==> config.mk <==
export PLATFORM = sky130hd
export DESIGN_NAME = mix
export DESIGN_NICKNAME = d
export VERILOG_FILES = /design/src/rtl/mix.sv
export SDC_FILE = /design/constraint.sdc
export NUM_CORES = 1
export LEC_CHECK = 0
export CELL_PAD_IN_SITES_DETAIL_PLACEMENT = 0
export CELL_PAD_IN_SITES_GLOBAL_PLACEMENT = 1
export CORE_MARGIN = 3
export CORE_UTILIZATION = 33
export DETAILED_ROUTE_END_ITERATION = 16
export PLACE_DENSITY_LB_ADDON = 0.1
export SLEW_MARGIN = 10
export SYNTH_ARGS = -nofsm -noshare
export SYNTH_HDL_FRONTEND = slang
export SYNTH_SLANG_ARGS = --single-unit
export TNS_END_PERCENT = 20
==> constraint.sdc <==
create_clock -name clk -period 2.1 [get_ports clk]
set_input_delay 0.42 -clock clk [delete_from_list [all_inputs] [get_ports clk]]
set_output_delay 0.42 -clock clk [all_outputs]
set_load 0.02 [all_outputs]
==> src/rtl/mix.sv <==
`default_nettype none
// ============================================================================
// mix : registered AES ShiftRows / InvShiftRows stage, 1-cycle latency
// Rev 1.0
// ============================================================================
module mix #(
   parameter int DATA_WIDTH = 128,
   parameter bit INVERSE    = 1'b0
) (
   input  logic                  clk,
   input  logic                  rst,
   input  logic                  shiftRow_valid_in,
   input  logic [DATA_WIDTH-1:0] shiftRow_data_in,
   output logic [DATA_WIDTH-1:0] shiftRow_data_out,
   output logic                  shiftRow_valid_out
);

   logic [DATA_WIDTH-1:0] w_shifted;
   logic [DATA_WIDTH-1:0] r_data;
   logic                  r_valid;

   if (DATA_WIDTH != 128) begin : g_bad_width
      $error("mix: DATA_WIDTH must be 128");
   end

   // Byte b[4c+r] is s[r][c]; each output byte copies one input byte of the same row.
   for (genvar r = 0; r < 4; r++) begin : g_row
      for (genvar c = 0; c < 4; c++) begin : g_col
         localparam int c_SRC_COL = INVERSE ? ((c - r + 4) % 4) : ((c + r) % 4);
         assign w_shifted[127-8*(4*c+r) -: 8] = shiftRow_data_in[127-8*(4*c_SRC_COL+r) -: 8];
      end
   end

   always_ff @(posedge clk or negedge rst) begin
      if (!rst) begin
         r_data  <= '0;
         r_valid <= 1'b0;
      end else begin
         r_valid <= shiftRow_valid_in;
         if (shiftRow_valid_in) begin
            r_data <= w_shifted;
         end
      end
   end

   assign shiftRow_data_out  = r_data;
   assign shiftRow_valid_out = r_valid;

endmodule
`default_nettype wire

**Word-level counts from Yosys, hierarchy flattened**

Cells that the tools add are included.

- Flip-flop bits (word level): 129
- Input bits: 131
- Output and inout port bits: 129

**Longest topological paths before layout**

Gate-level depths: netlist of the first run.

- Depth in word-level cells: 0
- Gate-level depth with buffers: 3

**Worst setup path before layout of the first run**

Ideal clock, no wire load.

- Kind: input-to-reg
- Start point: input port shiftRow_valid_in
- End point: register r_data[100] (netlist: shiftRow_data_out[100])
- Library setup time: 125 ps
- Arrival: 1033 ps
- Required time: 1975 ps
- Slack: 942 ps
- Cell stages on the path: 3
- Path buffers: 2
- Path through: buf_6 > clkbuf_8 > mux2_2

RTL lines:

| element | line | text |
|---|---|---|
| start: declaration | 12 | `input logic shiftRow_valid_in,` |
| end signal: assignment | 41 | `r_data <= w_shifted;` |
| end: declaration | 19 | `logic [DATA_WIDTH-1:0] r_data;` |

No word-level cell between the ends.

**Final worst setup path of the first run**

- Start point: register r_data[39] (netlist: shiftRow_data_out[39])
- End point: output port shiftRow_data_out[39]

RTL lines:

| element | line | text |
|---|---|---|
| end: declaration | 14 | `output logic [DATA_WIDTH-1:0] shiftRow_data_out,` |

No word-level cell between the ends.

==> results.py, run 1 <==
metrics = {
    "status": {
        "status": "finished, final reports clean",
    },
    "global_routing": {
        "grt_pass1_wl_um": 19800,
        "antenna_found_initial": 0,
        "met3_usage_pct": 7.90,
        "grt_max_degree": 52,
        "grt_use_total_pct": 15.8,
        "grtUsageMet1_pct": 17.6,
        "met2_usage_pct": 25.7,
        "grt_pass1_vias": 3697,
        "top_usage_layer": "met2",
        "grt_overflow": 0,
    },
    "synth": {
        "synthTopCellsByArea": "dfrtp_1 67%, mux2_2 30%, clkbuf_8 2.3%, buf_6 1.4%",
        "synth_warnings": 0,
        "ys_ff_latch": 129,
        "synth_area_leader_cell": "dfrtp_1",
        "syn_nets": 402,
        "synth_cells": 271,
        "synth_cell_types": 4,
        "syn_area_um2": 4850,
        "syn_area_per_cell_um2": 17.9,
        "ys_seq_area_share_pct": 66.6,
        "synth_top_area_share_pct": 66.6,
    },
    "clocking": {
        "cts.sinks": 129,
        "root_buffer": "clkbuf_16",
        "h-tree-depth": 4,
        "path_clk_slew_ps": 50,
        "cts_max_path_buffers": 2,
        "cts_tree": "done",
        "clkLatencyLatePin_ps": 400,
        "hold_buffers": 0,
        "cts_buffers": 17,
        "cts-resized-gates": 0,
        "cts_setup_buffers": 0,
    },
    "timing": {
        "max_freq_mhz": 553,
        "finalCriticalPeriod_ps": 1810,
        "slew_viol_final": 0,
        "fin_hold_ws_ps": 0.366,
        "fin_skew_ps": 0,
        "post-route-period-util_pct": 86.1,
        "tightestPinTransition_ps": 545,
        "setup_viol_count_final": 0,
        "rsz0062_at_grt": "false",
        "slew_headroom_pct": 63.7,
        "final.setup.tns_ps": 0,
        "hold_violations": 0,
    },
    "die": {
        "die_y_um": 127,
        "die_width_um": 127,
        "coreArea_um2": 14100,
        "fp-row-count": 43,
        "initial_core_util_pct": 34.4,
        "io_pins": 260,
        "die_area_um2": 16200,
    },
    "place": {
        "gp_congestion": 0.780,
        "dpl.hpwl_um": 9450,
        "dp.cells": 703,
        "port_buffers": 259,
    },
    "power": {
        "p_leak_uw": 0.00337,
        "finalPower_uw": 7220,
        "p_int_uw": 5510,
        "seq_power_share_pct": 39.6,
        "switchingPower_uw": 1710,
        "power_density_nw_per_um2": 883,
        "max-vdd-ir-drop_uv": 426,
        "power.clock.fraction_pct": 39.9,
        "sw_frac_of_total_pct": 23.7,
        "power_frac_comb_pct": 20.5,
    },
    "worst_setup_path": {
        "crit_type": "register to primary output",
        "required_ps": 1680,
        "crit_chain": "clkdlybuf4s50_1",
        "startpoint_type": "register",
        "crit_path_max_fanout": 2,
        "arrival_ps": 1390,
        "cp-end-kind": "primary output",
        "crit_slowest_cell": "clkdlybuf4s50_1",
        "slowest_delay_ps": 630,
        "cp_num_buf_inv": 1,
        "crit_family": "buffers and inverters",
    },
    "layout": {
        "layout-drive-gt1-share_pct": 29.8,
        "syn2layout_area_growth_pct": 68.7,
        "antenna_cells": 0,
        "fin_cells": 733,
        "mostFrequentLayoutCell": "clkdlybuf4s50_1",
        "post-route-util_pct": 58.0,
        "final_net_count": 673,
        "layout_common_cells": "257 x clkdlybuf4s50_1, 129 x dfrtp_1, 128 x mux2_2, 17 x clkbuf_16, 6 x clkbuf_8",
    },
    "route": {
        "drt-initial-drc-count": 63,
        "vias": 3285,
        "avgViaCountPerCell": 4.48,
        "dr.pass1.iters": 4,
        "drt-total-wl_um": 12300,
        "wl_per_cell_um": 16.7,
        "ant_nets": 0,
        "drc": 0,
    },
    "hold_path": {
        "min_path_type": "input port to asynchronous set/reset pin",
    },
    "job": {
        "max-cap-violations": 0,
    },
}
sequential cells by signal (all words and copies together), names as in the netlist:
| signal | cells |
|---|---|
| shiftRow_data_out | 128 |
| shiftRow_valid_out | 1 |
stage by stage:
step	setup WS, ps	instance area, um2
3_3_place_gp	619	7580
3_5_place_dp	591	7580
4_1_cts	262	8180
2_1_floorplan	942	4850
6_report	291	8180
5_1_grt	222	8180
worst paths after layout:
check / from / to / slack (ps) / depth (start not counted)
max: shiftRow_data_out[39]$_DFFE_PN0P_ / shiftRow_data_out[39] / 290 / 1
min: rst / shiftRow_data_out[51]$_DFFE_PN0P_ / 0.4 / 1
max reg2reg: shiftRow_data_out[91]$_DFFE_PN0P_ / shiftRow_data_out[91]$_DFFE_PN0P_ / 1330 / 1
min reg2reg: shiftRow_data_out[127]$_DFFE_PN0P_ / shiftRow_data_out[127]$_DFFE_PN0P_ / 500 / 1
max in group asynchronous: rst / shiftRow_data_out[46]$_DFFE_PN0P_ / 1410 / 2
min in group clk: shiftRow_valid_in / shiftRow_valid_out$_DFF_PN0_ / 300 / 1
cell type report:
type | count | area [um2]
Clock inverter | 5 | 75.1
Multi-Input combinational cell | 128 | 1440
Fill cell | 1153 | 5920
Clock buffer | 25 | 515
Sequential cell | 129 | 3230
Tap cell | 180 | 225
Timing Repair Buffer | 266 | 2690
cell usage after synthesis:
cell and instances:
dfrtp_1 129, mux2_2 128, clkbuf_8 8, buf_6 6
power by group through the flow:
stage | Sequential (uW) | Combinational [uW] | Clock, uW
6_report | 2860 | 1480 | 2880
5_1_grt | 2900 | 1570 | 3090
4_1_cts | 2860 | 1510 | 2970
3_5_place_dp | 2900 | 1500 | 0
3_3_place_gp | 2890 | 1490 | 0
2_1_floorplan | 3210 | 319 | 0
logic make-up (layout without fill, tap and decap cells):
| family | after synthesis | count (layout) | share of synthesized area (%) |
|---|---|---|---|
| buffers and inverters | 14 | 296 | 3.67 |
| flip-flops | 129 | 129 | 66.6 |
| multiplexers | 128 | 128 | 29.7 |
metal layers:
layer  vias up  wire, um
li1       1502         -
met1      1602      4590
met2       161      6030
met3        20      1370
met4         0       279
met5         -         0
No activity file was read; power rests on OpenSTA's default activity.
==> run 2, diff against run 1 <==
--- a/config.mk
+++ b/config.mk
@@ -5,8 +5,10 @@
 export SDC_FILE = /design/constraint.sdc
 export NUM_CORES = 1
 export LEC_CHECK = 0
+export CAP_MARGIN = 20
 export CELL_PAD_IN_SITES_DETAIL_PLACEMENT = 0
 export CELL_PAD_IN_SITES_GLOBAL_PLACEMENT = 1
+export CORE_ASPECT_RATIO = 1.4
 export CORE_MARGIN = 3
 export CORE_UTILIZATION = 33
 export DETAILED_ROUTE_END_ITERATION = 16
==> results.py, run 2 (synthesis gave the netlist of run 1 again) <==
metrics = {
    "status": {
        "status": "finished, final reports clean",
    },
    "worst_setup_path": {
        "crit_chain": "clkdlybuf4s50_1",
        "cp_num_buf_inv": 1,
        "startpoint_type": "register",
        "arrival_ps": 1410,
        "crit_type": "register to primary output",
        "required_ps": 1680,
        "crit_slowest_cell": "clkdlybuf4s50_1",
        "reg2regPathDepth": 1,
        "cp-end-kind": "primary output",
        "crit_family": "buffers and inverters",
        "crit_path_max_fanout": 2,
        "slowest_delay_ps": 660,
        "path_depth": 1,
    },
    "hold_path": {
        "min_path_type": "input port to register",
        "hold_path_depth": 2,
    },
    "timing": {
        "tightestPinTransition_ps": 453,
        "slew_viol_final": 0,
        "max_freq_mhz": 545,
        "hold_violations": 0,
        "rsz0062_at_grt": "false",
        "fin_skew_ps": 0,
        "setup_viol_count_final": 0,
        "fin_hold_ws_ps": 486,
        "post-route-period-util_pct": 87.4,
        "finalCriticalPeriod_ps": 1830,
        "final.setup.tns_ps": 0,
        "slew_headroom_pct": 69.8,
    },
    "layout": {
        "fill_cells": 1209,
        "layout-drive-gt1-share_pct": 30.2,
        "post-route-util_pct": 58.2,
        "mostFrequentLayoutCell": "clkdlybuf4s50_1",
        "layout_common_cells": "257 x clkdlybuf4s50_1, 129 x dfrtp_1, 128 x mux2_2, 17 x clkbuf_16, 5 x buf_4",
        "fin_cells": 742,
        "final_net_count": 674,
        "largest_reg_flops": 128,
        "syn2layout_area_growth_pct": 70.0,
    },
    "clocking": {
        "cts_tree": "done",
        "cts_max_path_buffers": 2,
        "cts.sinks": 129,
        "cts_setup_buffers": 0,
        "clkLatencyLatePin_ps": 400,
        "h-tree-depth": 4,
        "hold_buffers": 1,
        "cts_buffers": 17,
        "root_buffer": "clkbuf_16",
        "cts-resized-gates": 0,
        "path_clk_slew_ps": 60,
    },
    "place": {
        "dpl.hpwl_um": 9600,
        "gp_congestion": 0.753,
        "port_buffers": 259,
        "dp.cells": 708,
    },
    "global_routing": {
        "grtUsageMet1_pct": 17.1,
        "met2_usage_pct": 27.8,
        "grt_pass1_wl_um": 19700,
        "top_usage_layer": "met2",
        "met3_usage_pct": 6.54,
        "grt_use_total_pct": 16.3,
        "grt_overflow": 0,
        "grt_pass1_vias": 3698,
        "grt_max_degree": 61,
        "antenna_found_initial": 1,
    },
    "power": {
        "p_leak_uw": 0.00338,
        "power_density_nw_per_um2": 908,
        "max-vdd-ir-drop_uv": 544,
    },
    "route": {
        "drt-initial-drc-count": 78,
        "vias": 3319,
        "avgViaCountPerCell": 4.47,
        "ant_nets": 0,
        "drc": 0,
        "drt-total-wl_um": 12900,
        "dr.pass1.iters": 4,
        "wl_per_cell_um": 17.3,
    },
    "die": {
        "die_y_um": 149,
        "initial_core_util_pct": 34.2,
        "die_area_um2": 16200,
        "coreArea_um2": 14200,
        "fp-row-count": 51,
        "die_width_um": 108,
        "io_pins": 260,
    },
    "job": {
        "max-cap-violations": 0,
    },
}
==> run 2: path summary, 6_finish.rpt <==
| kind | from | slack (ps) | to |
|---|---|---|---|
| worst max-delay path | shiftRow_data_out[16]$_DFFE_PN0P_ | 270 | shiftRow_data_out[16] |
| worst min-delay path | shiftRow_valid_in | 490 | shiftRow_data_out[109]$_DFFE_PN0P_ |
| worst max register to register | shiftRow_data_out[18]$_DFFE_PN0P_ | 1330 | shiftRow_data_out[18]$_DFFE_PN0P_ |
| worst min register to register | shiftRow_data_out[47]$_DFFE_PN0P_ | 500 | shiftRow_data_out[47]$_DFFE_PN0P_ |
| max in group asynchronous | rst | 960 | shiftRow_data_out[60]$_DFFE_PN0P_ |
| min in group asynchronous | rst | 500 | shiftRow_data_out[102]$_DFFE_PN0P_ |
==> run 2: layer usage <==
layer | vias to the layer above | wire length (um)
li1 | 1507 | -
met1 | 1636 | 4520
met2 | 155 | 6830
met3 | 21 | 1150
met4 | 0 | 357
met5 | - | 0
==> run 2: power breakdown <==
group	leakage (uW)	switching (uW)	internal (uW)
Clock	0.000299	1090	2050
Sequential	0.00151	120	2740
Combinational	0.00157	634	854
==> run 2: through the flow <==
stage	cell area [um2]	worst slack, ps	total power [uW]
CTS	8240	230	7610
finish	8240	265	7490
global route	8240	204	7810
detailed placement	7590	542	4410
global placement	7590	561	4380
floorplan	4850	942	3530
==> run 2: cell type report <==
class	instances	area [um2]	share of cell area, %
Multi-Input combinational cell	128	1440	17.5
Sequential cell	129	3230	39.2
Timing Repair Buffer	267	2700	32.8
Tap cell	185	231	2.81
Clock inverter	12	181	2.20
Antenna cell	1	2.50	0.0304
Clock buffer	20	457	5.54
==> run 3, diff against run 2 <==
--- a/config.mk
+++ b/config.mk
@@ -8,7 +8,6 @@
 export CAP_MARGIN = 20
 export CELL_PAD_IN_SITES_DETAIL_PLACEMENT = 0
 export CELL_PAD_IN_SITES_GLOBAL_PLACEMENT = 1
-export CORE_ASPECT_RATIO = 1.4
 export CORE_MARGIN = 3
 export CORE_UTILIZATION = 33
 export DETAILED_ROUTE_END_ITERATION = 16
==> constraint.sdc (replaced) <==
create_clock -name clk -period 2.1 [get_ports clk]
set_input_delay 0.42 -clock clk [delete_from_list [all_inputs] [get_ports clk]]
set_output_delay 0.42 -clock clk [all_outputs]
set_load 0.05 [all_outputs]
==> results.py, run 3 (synthesis gave the netlist of run 1 again) <==
metrics = {
    "timing": {
        "slew_viol_final": 0,
        "fin_skew_ps": 0,
        "slew_headroom_pct": 62.6,
        "rsz0062_at_grt": "false",
        "setup_viol_count_final": 0,
        "post-route-period-util_pct": 96.2,
        "tightestPinTransition_ps": 559,
        "max_freq_mhz": 495,
        "finalCriticalPeriod_ps": 2020,
        "hold_violations": 0,
        "final.setup.tns_ps": 0,
    },
    "route": {
        "dr.pass1.iters": 4,
        "ant_nets": 0,
        "drc": 0,
        "drt-met1-wl_um": 4980,
        "drt-initial-drc-count": 110,
        "avgViaCountPerCell": 4.50,
        "vias": 3315,
        "wl_per_cell_um": 17.7,
        "top_layer": "met4",
        "met3WireLength_um": 1290,
        "wl_met2_um": 6480,
        "drt-total-wl_um": 13000,
    },
    "clocking": {
        "root_buffer": "clkbuf_16",
        "h-tree-depth": 4,
        "cts_max_path_buffers": 2,
        "path_clk_slew_ps": 50,
        "cts_tree": "done",
        "clkLatencyLatePin_ps": 410,
        "cts.sinks": 129,
        "cts_buffers": 17,
        "cts_setup_buffers": 0,
    },
    "layout": {
        "layout-drive-gt1-share_pct": 30.3,
        "largest_reg_flops": 128,
        "fill_cells": 1149,
        "regArea_um2": 3230,
        "antenna_cells": 0,
        "syn2layout_area_growth_pct": 68.9,
        "multi_input_area_um2": 1440,
        "layout_common_cells": "256 x clkdlybuf4s50_1, 129 x dfrtp_1, 128 x mux2_2, 17 x clkbuf_16, 8 x clkinv_2",
        "mostFrequentLayoutCell": "clkdlybuf4s50_1",
        "fin_cells": 737,
        "final_net_count": 675,
    },
    "worst_setup_path": {
        "startpoint_type": "register",
        "crit_slowest_cell": "clkdlybuf4s50_1",
        "crit_family": "buffers and inverters",
        "reg2regPathDepth": 1,
        "required_ps": 1680,
        "arrival_ps": 1600,
        "cp_num_buf_inv": 1,
        "crit_chain": "clkdlybuf4s50_1",
        "cp-end-kind": "primary output",
        "slowest_delay_ps": 820,
        "reg2reg_slack_ps": 1320,
        "crit_path_max_fanout": 2,
        "r2r-start": "shiftRow_data_out[11]$_DFFE_PN0P_",
        "crit_type": "register to primary output",
        "r2r_end": "shiftRow_data_out[11]$_DFFE_PN0P_",
    },
    "die": {
        "io_pins": 260,
        "die_width_um": 127,
        "coreArea_um2": 14100,
        "die_y_um": 127,
        "fp-row-count": 43,
        "initial_core_util_pct": 34.4,
        "die_area_um2": 16200,
    },
    "global_routing": {
        "grt_pass1_wl_um": 20200,
        "grt_overflow": 0,
        "antenna_found_initial": 0,
        "grt_pass1_vias": 3599,
        "grt_use_total_pct": 16.6,
        "grt_max_degree": 55,
    },
    "hold_path": {
        "min_path_type": "input port to register",
        "min_to": "shiftRow_valid_out$_DFF_PN0_",
        "hold_path_depth": 1,
        "worstHoldStart": "shiftRow_valid_in",
    },
    "place": {
        "gp_congestion": 0.757,
        "port_buffers": 259,
        "dpl.hpwl_um": 9800,
        "dp.cells": 704,
    },
    "status": {
        "status": "finished, final reports clean",
    },
    "power": {
        "p_leak_uw": 0.00339,
        "power_density_nw_per_um2": 947,
        "max-vdd-ir-drop_uv": 562,
    },
    "job": {
        "max-cap-violations": 0,
    },
}
[run 3: worst max-delay path by stage]
stage	depth (start not counted)	slack, ps	to	start
after floorplan	3	940	shiftRow_data_out[100]$_DFFE_PN0P_	shiftRow_valid_in
final	1	80	shiftRow_data_out[62]	shiftRow_data_out[62]$_DFFE_PN0P_
after global placement	1	510	shiftRow_data_out[87]	shiftRow_data_out[87]$_DFFE_PN0P_
after detailed placement	1	500	shiftRow_data_out[49]	shiftRow_data_out[49]$_DFFE_PN0P_
after CTS	1	40	shiftRow_data_out[80]	shiftRow_data_out[80]$_DFFE_PN0P_
after global routing	1	20	shiftRow_data_out[27]	shiftRow_data_out[27]$_DFFE_PN0P_
[run 3: repair_timing]
item | CTS | global route
endpoints found under the setup margin | 0 | 1
endpoints found under the hold margin | 33 | 0
resized for setup | 0 | 1
hold buffers | 1 | 0
[run 3: layout make-up]
type                            count  share of cell area [%]
Tap cell                          180                    2.75
Clock buffer                       20                    5.58
Clock inverter                     12                    1.41
Multi-Input combinational cell    128                    17.6
Timing Repair Buffer              268                    33.2
Sequential cell                   129                    39.4
[run 3: per-stage QoR]
step | util, % | hold slack [ps] | cell area, um2 | total power, uW | setup slack [ps]
floorplan | - | 124 | 4850 | 4100 | 942
global placement | 53.9 | 417 | 7600 | 4970 | 510
detailed placement | 53.9 | 423 | 7600 | 5000 | 499
CTS | 58.1 | 288 | 8190 | 7880 | 42.4
global route | 58.1 | 282 | 8190 | 8100 | 15.9
finish | 58.1 | 307 | 8190 | 7750 | 80.6
[run 3: report_power, final]
group / total (uW) / internal (uW) / switching, uW / leakage [uW]
clock network: 2820 / 1790 / 1030 / 0.000285
logic: 2080 / 853 / 1220 / 0.00159
registers: 2860 / 2740 / 119 / 0.00151
[run 3: layer usage]
layer	track usage, %	vias up
li1	-	1508
met1	18.6	1626
met2	27.1	160
met3	8.40	21
met4	6.06	0
met5	0	-
